$ cat config.mk
export PLATFORM = sky130hd
export DESIGN_NAME = pic_stream_ctrl
export DESIGN_NICKNAME = d
export VERILOG_FILES = /design/src/rtl/pic_stream_ctrl.sv
export SDC_FILE = /design/constraint.sdc
export NUM_CORES = 1
export LEC_CHECK = 0
export ABC_AREA = 1
export BUFFER_PORTS_ARGS = -buffer_cell sky130_fd_sc_hd__buf_2
export CAP_MARGIN = 10
export CORE_ASPECT_RATIO = 1.75
export CORE_MARGIN = 2
export CORE_UTILIZATION = 55
export CTS_CLUSTER_SIZE = 28
export DETAILED_ROUTE_END_ITERATION = 12
export GPL_ROUTABILITY_DRIVEN = 0
export PLACE_DENSITY = 0.74
export SETUP_SLACK_MARGIN = 0.15
export SLEW_MARGIN = 25
export SYNTH_ARGS = -nofsm -noshare
export SYNTH_HDL_FRONTEND = slang
export SYNTH_SLANG_ARGS = --single-unit
$ cat constraint.sdc
create_clock -name clk -period 9.6 [get_ports clk]
set_input_delay 1.92 -clock clk [delete_from_list [all_inputs] [get_ports clk]]
set_output_delay 1.92 -clock clk [all_outputs]
set_load 0.02 [all_outputs]
$ cat src/rtl/pic_stream_ctrl.sv
`default_nettype none
// ============================================================================
// pic_stream_ctrl : SD block reader -> RGB565 pixel FIFO -> LCD, UART stepping.
// Optional auto-advance slideshow: define SLIDESHOW_EN.
// Revision 1.0
// ============================================================================
module pic_stream_ctrl #(
    parameter int BLKS_PER_PIC = 300,
    parameter int PIC_COUNT    = 16,
    parameter int BASE_BLK     = 0,
    parameter int FIFO_DEPTH   = 8,
    parameter int SLIDE_TICKS  = 50000000
) (
    input  logic                         clk,
    input  logic                         rst_n,
    input  logic                         periph_rdy,
    output logic                         sd_rd_start,
    output logic [31:0]                  sd_rd_addr,
    input  logic [7:0]                   sd_byte,
    input  logic                         sd_byte_vld,
    input  logic                         sd_blk_done,
    input  logic                         sd_err,
    output logic                         lcd_win_start,
    input  logic                         lcd_busy,
    output logic [15:0]                  lcd_pix,
    output logic                         lcd_pix_vld,
    input  logic                         lcd_pix_rdy,
    input  logic                         swap_bytes,
    input  logic                         op_incr,
    input  logic                         op_decr,
    output logic                         op_ack,
    output logic [$clog2(PIC_COUNT)-1:0] pic_idx,
    output logic                         busy,
    output logic                         err
);

    localparam int AW = $clog2(FIFO_DEPTH);
    localparam int IW = $clog2(PIC_COUNT);
    localparam int BW = $clog2(BLKS_PER_PIC + 1);

    typedef enum logic [3:0] {
        ST_INIT    = 4'd0,
        ST_BLK_RST = 4'd1,
        ST_WIN     = 4'd2,
        ST_WIN_W   = 4'd3,
        ST_REQ     = 4'd4,
        ST_STREAM  = 4'd5,
        ST_BLK_END = 4'd6,
        ST_DRAIN   = 4'd7,
        ST_IDLE    = 4'd8,
        ST_IDX_MOD = 4'd9,
        ST_ERR     = 4'd10
    } state_t;

    generate
        if (FIFO_DEPTH < 4 || (FIFO_DEPTH & (FIFO_DEPTH - 1)) != 0 || SLIDE_TICKS < 1)
        begin : g_bad_cfg
            $error("pic_stream_ctrl: illegal FIFO_DEPTH or SLIDE_TICKS");
        end
    endgenerate

    state_t          r_state;
    logic [BW-1:0]   r_blk_off;
    logic [1:0]      r_wcnt;
    logic            r_op_armed;
    logic            r_inc;
    logic            r_dec;
`ifdef SLIDESHOW_EN
    logic [31:0]     r_tick;
`endif

    logic [15:0]     r_mem [FIFO_DEPTH];
    logic [AW:0]     r_wptr;
    logic [AW:0]     r_rptr;
    logic            r_phase;
    logic [7:0]      r_b0;

    logic            w_empty;
    logic            w_full;
    logic            w_rd;
    logic            w_wr;
    logic            w_ovf;
    logic            w_wr_ok;
    logic            w_odd_done;
    logic            w_op_any;
    logic [15:0]     w_word;
    logic [31:0]     w_addr;
    logic [31:0]     w_blk_nxt;

    assign w_empty    = (r_wptr == r_rptr);
    assign w_full     = (r_wptr[AW] != r_rptr[AW]) && (r_wptr[AW-1:0] == r_rptr[AW-1:0]);
    assign w_rd       = !w_empty && lcd_pix_rdy;
    assign w_wr       = (r_state == ST_STREAM) && sd_byte_vld && r_phase;
    assign w_ovf      = w_wr && w_full && !w_rd;
    assign w_wr_ok    = w_wr && !w_ovf;
    // A byte arriving alongside the done pulse still counts toward the parity.
    assign w_odd_done = (r_state == ST_STREAM) && sd_blk_done && (r_phase ^ sd_byte_vld);
    assign w_op_any   = op_incr || op_decr;
    assign w_word     = swap_bytes ? {sd_byte, r_b0} : {r_b0, sd_byte};
    assign w_addr     = 32'(BASE_BLK) + 32'(pic_idx) * 32'(BLKS_PER_PIC) + 32'(r_blk_off);
    assign w_blk_nxt  = 32'(r_blk_off) + 32'd1;

    assign lcd_pix     = r_mem[r_rptr[AW-1:0]];
    assign lcd_pix_vld = !w_empty;

    always_ff @(posedge clk or negedge rst_n) begin
        if (!rst_n) begin
            r_state       <= ST_INIT;
            r_blk_off     <= '0;
            r_wcnt        <= 2'd0;
            r_op_armed    <= 1'b1;
            r_inc         <= 1'b0;
            r_dec         <= 1'b0;
            sd_rd_start   <= 1'b0;
            sd_rd_addr    <= 32'd0;
            lcd_win_start <= 1'b0;
            op_ack        <= 1'b0;
            pic_idx       <= '0;
            busy          <= 1'b0;
            err           <= 1'b0;
`ifdef SLIDESHOW_EN
            r_tick        <= 32'd0;
`endif
        end else begin
            sd_rd_start   <= 1'b0;
            lcd_win_start <= 1'b0;
            op_ack        <= 1'b0;
            busy          <= 1'b1;
`ifdef SLIDESHOW_EN
            r_tick        <= 32'd0;
`endif
            if (!op_incr && !op_decr) begin
                r_op_armed <= 1'b1;
            end
            case (r_state)
                ST_INIT: begin
                    if (periph_rdy) r_state <= ST_BLK_RST;
                end
                ST_BLK_RST: begin
                    r_blk_off <= '0;
                    r_state   <= ST_WIN;
                end
                ST_WIN: begin
                    if (!lcd_busy) begin
                        lcd_win_start <= 1'b1;
                        r_wcnt        <= 2'd0;
                        r_state       <= ST_WIN_W;
                    end
                end
                ST_WIN_W: begin
                    // r_wcnt is 0 in the cycle the pulse is visible.
                    if (r_wcnt != 2'd2) r_wcnt <= r_wcnt + 2'd1;
                    if (r_wcnt == 2'd2 && !lcd_busy) r_state <= ST_REQ;
                end
                ST_REQ: begin
                    sd_rd_start <= 1'b1;
                    sd_rd_addr  <= w_addr;
                    r_state     <= ST_STREAM;
                end
                ST_STREAM: begin
                    if (sd_blk_done) r_state <= ST_BLK_END;
                end
                ST_BLK_END: begin
                    r_blk_off <= r_blk_off + 1'b1;
                    if (w_blk_nxt < 32'(BLKS_PER_PIC)) r_state <= ST_REQ;
                    else                               r_state <= ST_DRAIN;
                end
                ST_DRAIN: begin
                    if (w_empty) begin
                        busy    <= 1'b0;
                        r_state <= ST_IDLE;
                    end
                end
                ST_IDLE: begin
                    if (w_op_any && r_op_armed) begin
                        op_ack     <= 1'b1;
                        r_op_armed <= 1'b0;
                        r_inc      <= op_incr;
                        r_dec      <= op_decr;
                        r_state    <= ST_IDX_MOD;
                    end
`ifdef SLIDESHOW_EN
                    else if (r_tick == 32'(SLIDE_TICKS - 1)) begin
                        r_inc   <= 1'b1;
                        r_dec   <= 1'b0;
                        r_state <= ST_IDX_MOD;
                    end
`endif
                    else begin
                        busy <= 1'b0;
`ifdef SLIDESHOW_EN
                        r_tick <= r_tick + 32'd1;
`endif
                    end
                end
                ST_IDX_MOD: begin
                    if (r_inc && !r_dec) begin
                        pic_idx <= (pic_idx == IW'(PIC_COUNT - 1)) ? '0 : pic_idx + 1'b1;
                    end else if (r_dec && !r_inc) begin
                        pic_idx <= (pic_idx == '0) ? IW'(PIC_COUNT - 1) : pic_idx - 1'b1;
                    end
                    r_state <= ST_BLK_RST;
                end
                ST_ERR: begin
                    err <= 1'b1;
                end
                default: r_state <= ST_ERR;
            endcase
            if (sd_err || w_ovf || w_odd_done) begin
                r_state <= ST_ERR;
                err     <= 1'b1;
                busy    <= 1'b1;
                op_ack  <= 1'b0;
            end
        end
    end

    always_ff @(posedge clk or negedge rst_n) begin
        if (!rst_n) begin
            r_wptr  <= '0;
            r_rptr  <= '0;
            r_phase <= 1'b0;
            r_b0    <= 8'd0;
        end else if (r_state == ST_ERR) begin
            r_wptr  <= '0;
            r_rptr  <= '0;
            r_phase <= 1'b0;
        end else begin
            if (w_wr_ok) r_wptr <= r_wptr + 1'b1;
            if (w_rd)    r_rptr <= r_rptr + 1'b1;
            if (r_state != ST_STREAM) begin
                r_phase <= 1'b0;
            end else if (sd_byte_vld) begin
                r_phase <= ~r_phase;
                if (!r_phase) r_b0 <= sd_byte;
            end
        end
    end

    always_ff @(posedge clk) begin
        if (w_wr_ok) r_mem[r_wptr[AW-1:0]] <= w_word;
    end

endmodule
`default_nettype wire
==> impl_metrics.tcl <==
set metrics [dict create \
    path_max_fanout 33 \
    clock-sinks 186 \
    leakagePower_nw 4.11 \
    layout_commonest_cell "nor2_1" \
    layout_common_cells "nor2_1, nand2_1, edfxtp_1, o21ai_0" \
    hold_viol 0 \
    fmax_mhz 226 \
    crit_path_start_kind "flip-flop" \
    cts_buffer_depth 2 \
    netlist.area_leader.share 0.427 \
    numCtsBuffers 17 \
    reg2reg_from "pic_idx[2]" \
    end_kind "output pin" \
    setup_viol 0 \
    drt_iter0_drc 408 \
    power.share.switching 0.225 \
    grtUsageMet3 0.0359 \
    ys.flop_type "edfxtp_1" \
    p_per_area_nw_per_um2 156 \
    grt_busiest_layer "met2" \
    whs_endpoint "sd_rd_addr[11]" \
    vias_per_cell 5.54 \
    synthCells 916 \
    wl_um 19400 \
    postCtsResizedCells 0 \
    fillers 1307 \
    drv_slew 0 \
    ys_types 39 \
    tritoncts "yes" \
    synth_edf_count 128 \
    outcome "complete, no violations" \
    place_area_um2 9450 \
    drt_pass1_iterations 5 \
    met1_usage 0.267 \
    synthMuxAreaShare 0 \
    grt_pass1_wl_um 31600 \
    grtUsageMet2 0.433 \
    gr-total-overflow 0 \
    synth_fa_ha_area_frac 0.0503 \
    cts_setup_buffers 0 \
    fp.dieH_um 173 \
    r2r_end "sd_rd_addr[11]" \
    postCtsHoldBufs 0 \
    yosys.area.top_type "edfxtp_1" \
    cts_root_buf "clkbuf_16" \
    grt_usage 0.234 \
    antenna_found_initial 0 \
    vias 6487 \
    p_int_mw 1.21 \
    nets 1024 \
    synth-seq-cells 186 \
    die-area_um2 17500 \
    path_class "reg -> out" \
    worstPathRequired_ns 7.68 \
    pwr-share-clk 0.427 \
    reg2reg_depth 16 \
    port_buffers 58 \
    clk_latency_ns 0.43 \
    min_path_cells 2 \
    multiInputGateArea_um2 3260 \
    tns_ns 0 \
    antenna_cells 0 \
    yosys-top-cells-area "edfxtp_1, dfrtp_1, nor2_1" \
    seqPwrFrac 0.551 \
    postSynthAreaPerCell_um2 9.84 \
    clk_pin_slew_ns 0.07 \
    final_area_um2 10000 \
    maxCapViolCount 0 \
    antenna_left 0 \
    combinationalPowerShare 0.021 \
    period_needed_ns 4.42 \
    wl_per_cell_um 16.5 \
    clock-skew-final_ns 0.0126 \
    hp-class "reg -> reg" \
    drive_gt1_frac 0.154 \
    regToRegSetupSlack_ns 6.05 \
    timing.final.crit_share 0.460 \
    first_global_vias 6298 \
    start_util 0.565 \
    coreArea_um2 16000 \
    hold_start "sd_rd_addr[11]" \
    cp.arrival_ns 2.50 \
    synth-simple-area-share 0.170 \
    dp_hpwl_um 13000 \
    synth_top_family_by_area "simple AND/OR/NAND/NOR gates" \
    io_pins 77 \
    grt_max_degree 68 \
    ys_seq_area_frac 0.588 \
    route.detailed.drc 0 \
    synth_warnings 0 \
    area_delta_synth_final_pct 11.0 \
    peakVddDrop_mv 0.143 \
    rsz0062_at_grt "no" \
    synthXorXnorAreaFrac 0.0192 \
    slew_headroom 0.337 \
    switchingPower_mw 0.351 \
    htree_levels 4 \
    worst_slew_pin_slew_ns 0.988 \
    regArea_um2 5300 \
    fp.dieW_um 101 \
    num_rows 61 \
    synth_async_sr_flop_share 0.312 \
    netlist_area_um2 9010 \
    synth_compound_area_frac 0.111 \
]
[layer usage]
metal / up-vias / wire length, µm
li1: 3186 / -
met1: 3088 / 7320
met5: - / 0
met4: 0 / 435
met2: 185 / 10900
met3: 28 / 722
[layout make-up]
cell class | count | share of cell area
Sequential cell | 186 | 0.530
Inverter | 72 | 0.0271
Tap cell | 189 | 0.0236
Timing Repair Buffer | 70 | 0.0380
Clock inverter | 14 | 0.0133
Clock buffer | 17 | 0.0425
Multi-Input combinational cell | 623 | 0.326
[stage by stage]
stage | total power [mW] | std cells | hold WS [ns] | utilization | setup WS [ns]
6_report | 1.56 | 1171 | 0.483 | 0.627 | 5.18
5_1_grt | 1.60 | 1171 | 0.504 | 0.627 | 5.02
4_1_cts | 1.57 | 1171 | 0.485 | 0.627 | 5.08
3_5_place_dp | 0.910 | 1140 | 0.466 | 0.592 | 5.56
3_3_place_gp | 0.910 | 1140 | 0.455 | 0.592 | 5.68
2_1_floorplan | 0.900 | 933 | 0.453 | - | 5.61
[cell usage after synthesis, types with 2 or more instances]
master and n:
xor2_1 11, inv_2 12, edfxtp_1 128, nand4_1 5
a21oi_1 23, a31oi_1 18, ha_1 33, o21ai_0 110
nor2_1 155, nand3_1 30, o21ai_1 9, nor3_1 10
dfrtp_1 57, nand2_2 9, xnor2_1 5, nor2_4 2
clkbuf_1 17, nand3b_1 2, fa_1 2, inv_1 60
nand2_4 3, buf_4 18, buf_2 14, buf_1 2
o22ai_1 17, nand2_1 143, nor2_2 6, a21oi_2 4
[power groups by stage]
stage	Combinational, mW	Sequential, mW	Clock [mW]
finish	0.0334	0.859	0.666
global route	0.0372	0.859	0.702
CTS	0.0336	0.859	0.674
detailed placement	0.0337	0.877	0
global placement	0.0329	0.877	0
floorplan	0.0231	0.877	0
[logic make-up (layout without fill, tap and decap cells)]
family                   Yosys count  count (layout)
AND/OR/NAND/NOR                  367             367
flip-flops                       186             186
AO/OA/AOI/OAI                    185             185
buffers and inverters            124             173
adder cells (fa/ha/maj)           35              35
XOR/XNOR                          18              18
other                              1              18
[worst max-delay path by stage]
stage           startpoint          end  slack (ns)  cells after the start
2_1_floorplan  sd_byte_vld  r_mem[4][0]        5.61                      9
3_5_place_dp     r_rptr[1]  lcd_pix[13]        5.56                      6
6_report         r_rptr[1]  lcd_pix[13]        5.18                      5
5_1_grt          r_rptr[1]  lcd_pix[13]        5.02                      5
4_1_cts          r_rptr[1]   lcd_pix[5]        5.08                      6
3_3_place_gp     r_rptr[1]  lcd_pix[13]        5.68                      6
[sequential cells by signal, summed over array words and instances, names as in the netlist]
register       cells
lcd_win_start      1
r_wcnt             2
r_inc              1
r_state            4
r_phase            1
r_mem            128
r_op_armed         1
r_dec              1
pic_idx            4
op_ack             1
sd_rd_start        1
r_b0               8
sd_rd_addr        14
r_blk_off          9
busy               1
r_rptr             4
err                1
r_wptr             4
[critical path, cell delays in order, from the launching register on]
cell	delay, ns
dfrtp_1	0.37
clkinv_1	0.78
nor2_1	0.30
o21ai_0	0.14
a31oi_1	0.27
buf_2	0.21
Power figures use the tool's default switching activity.
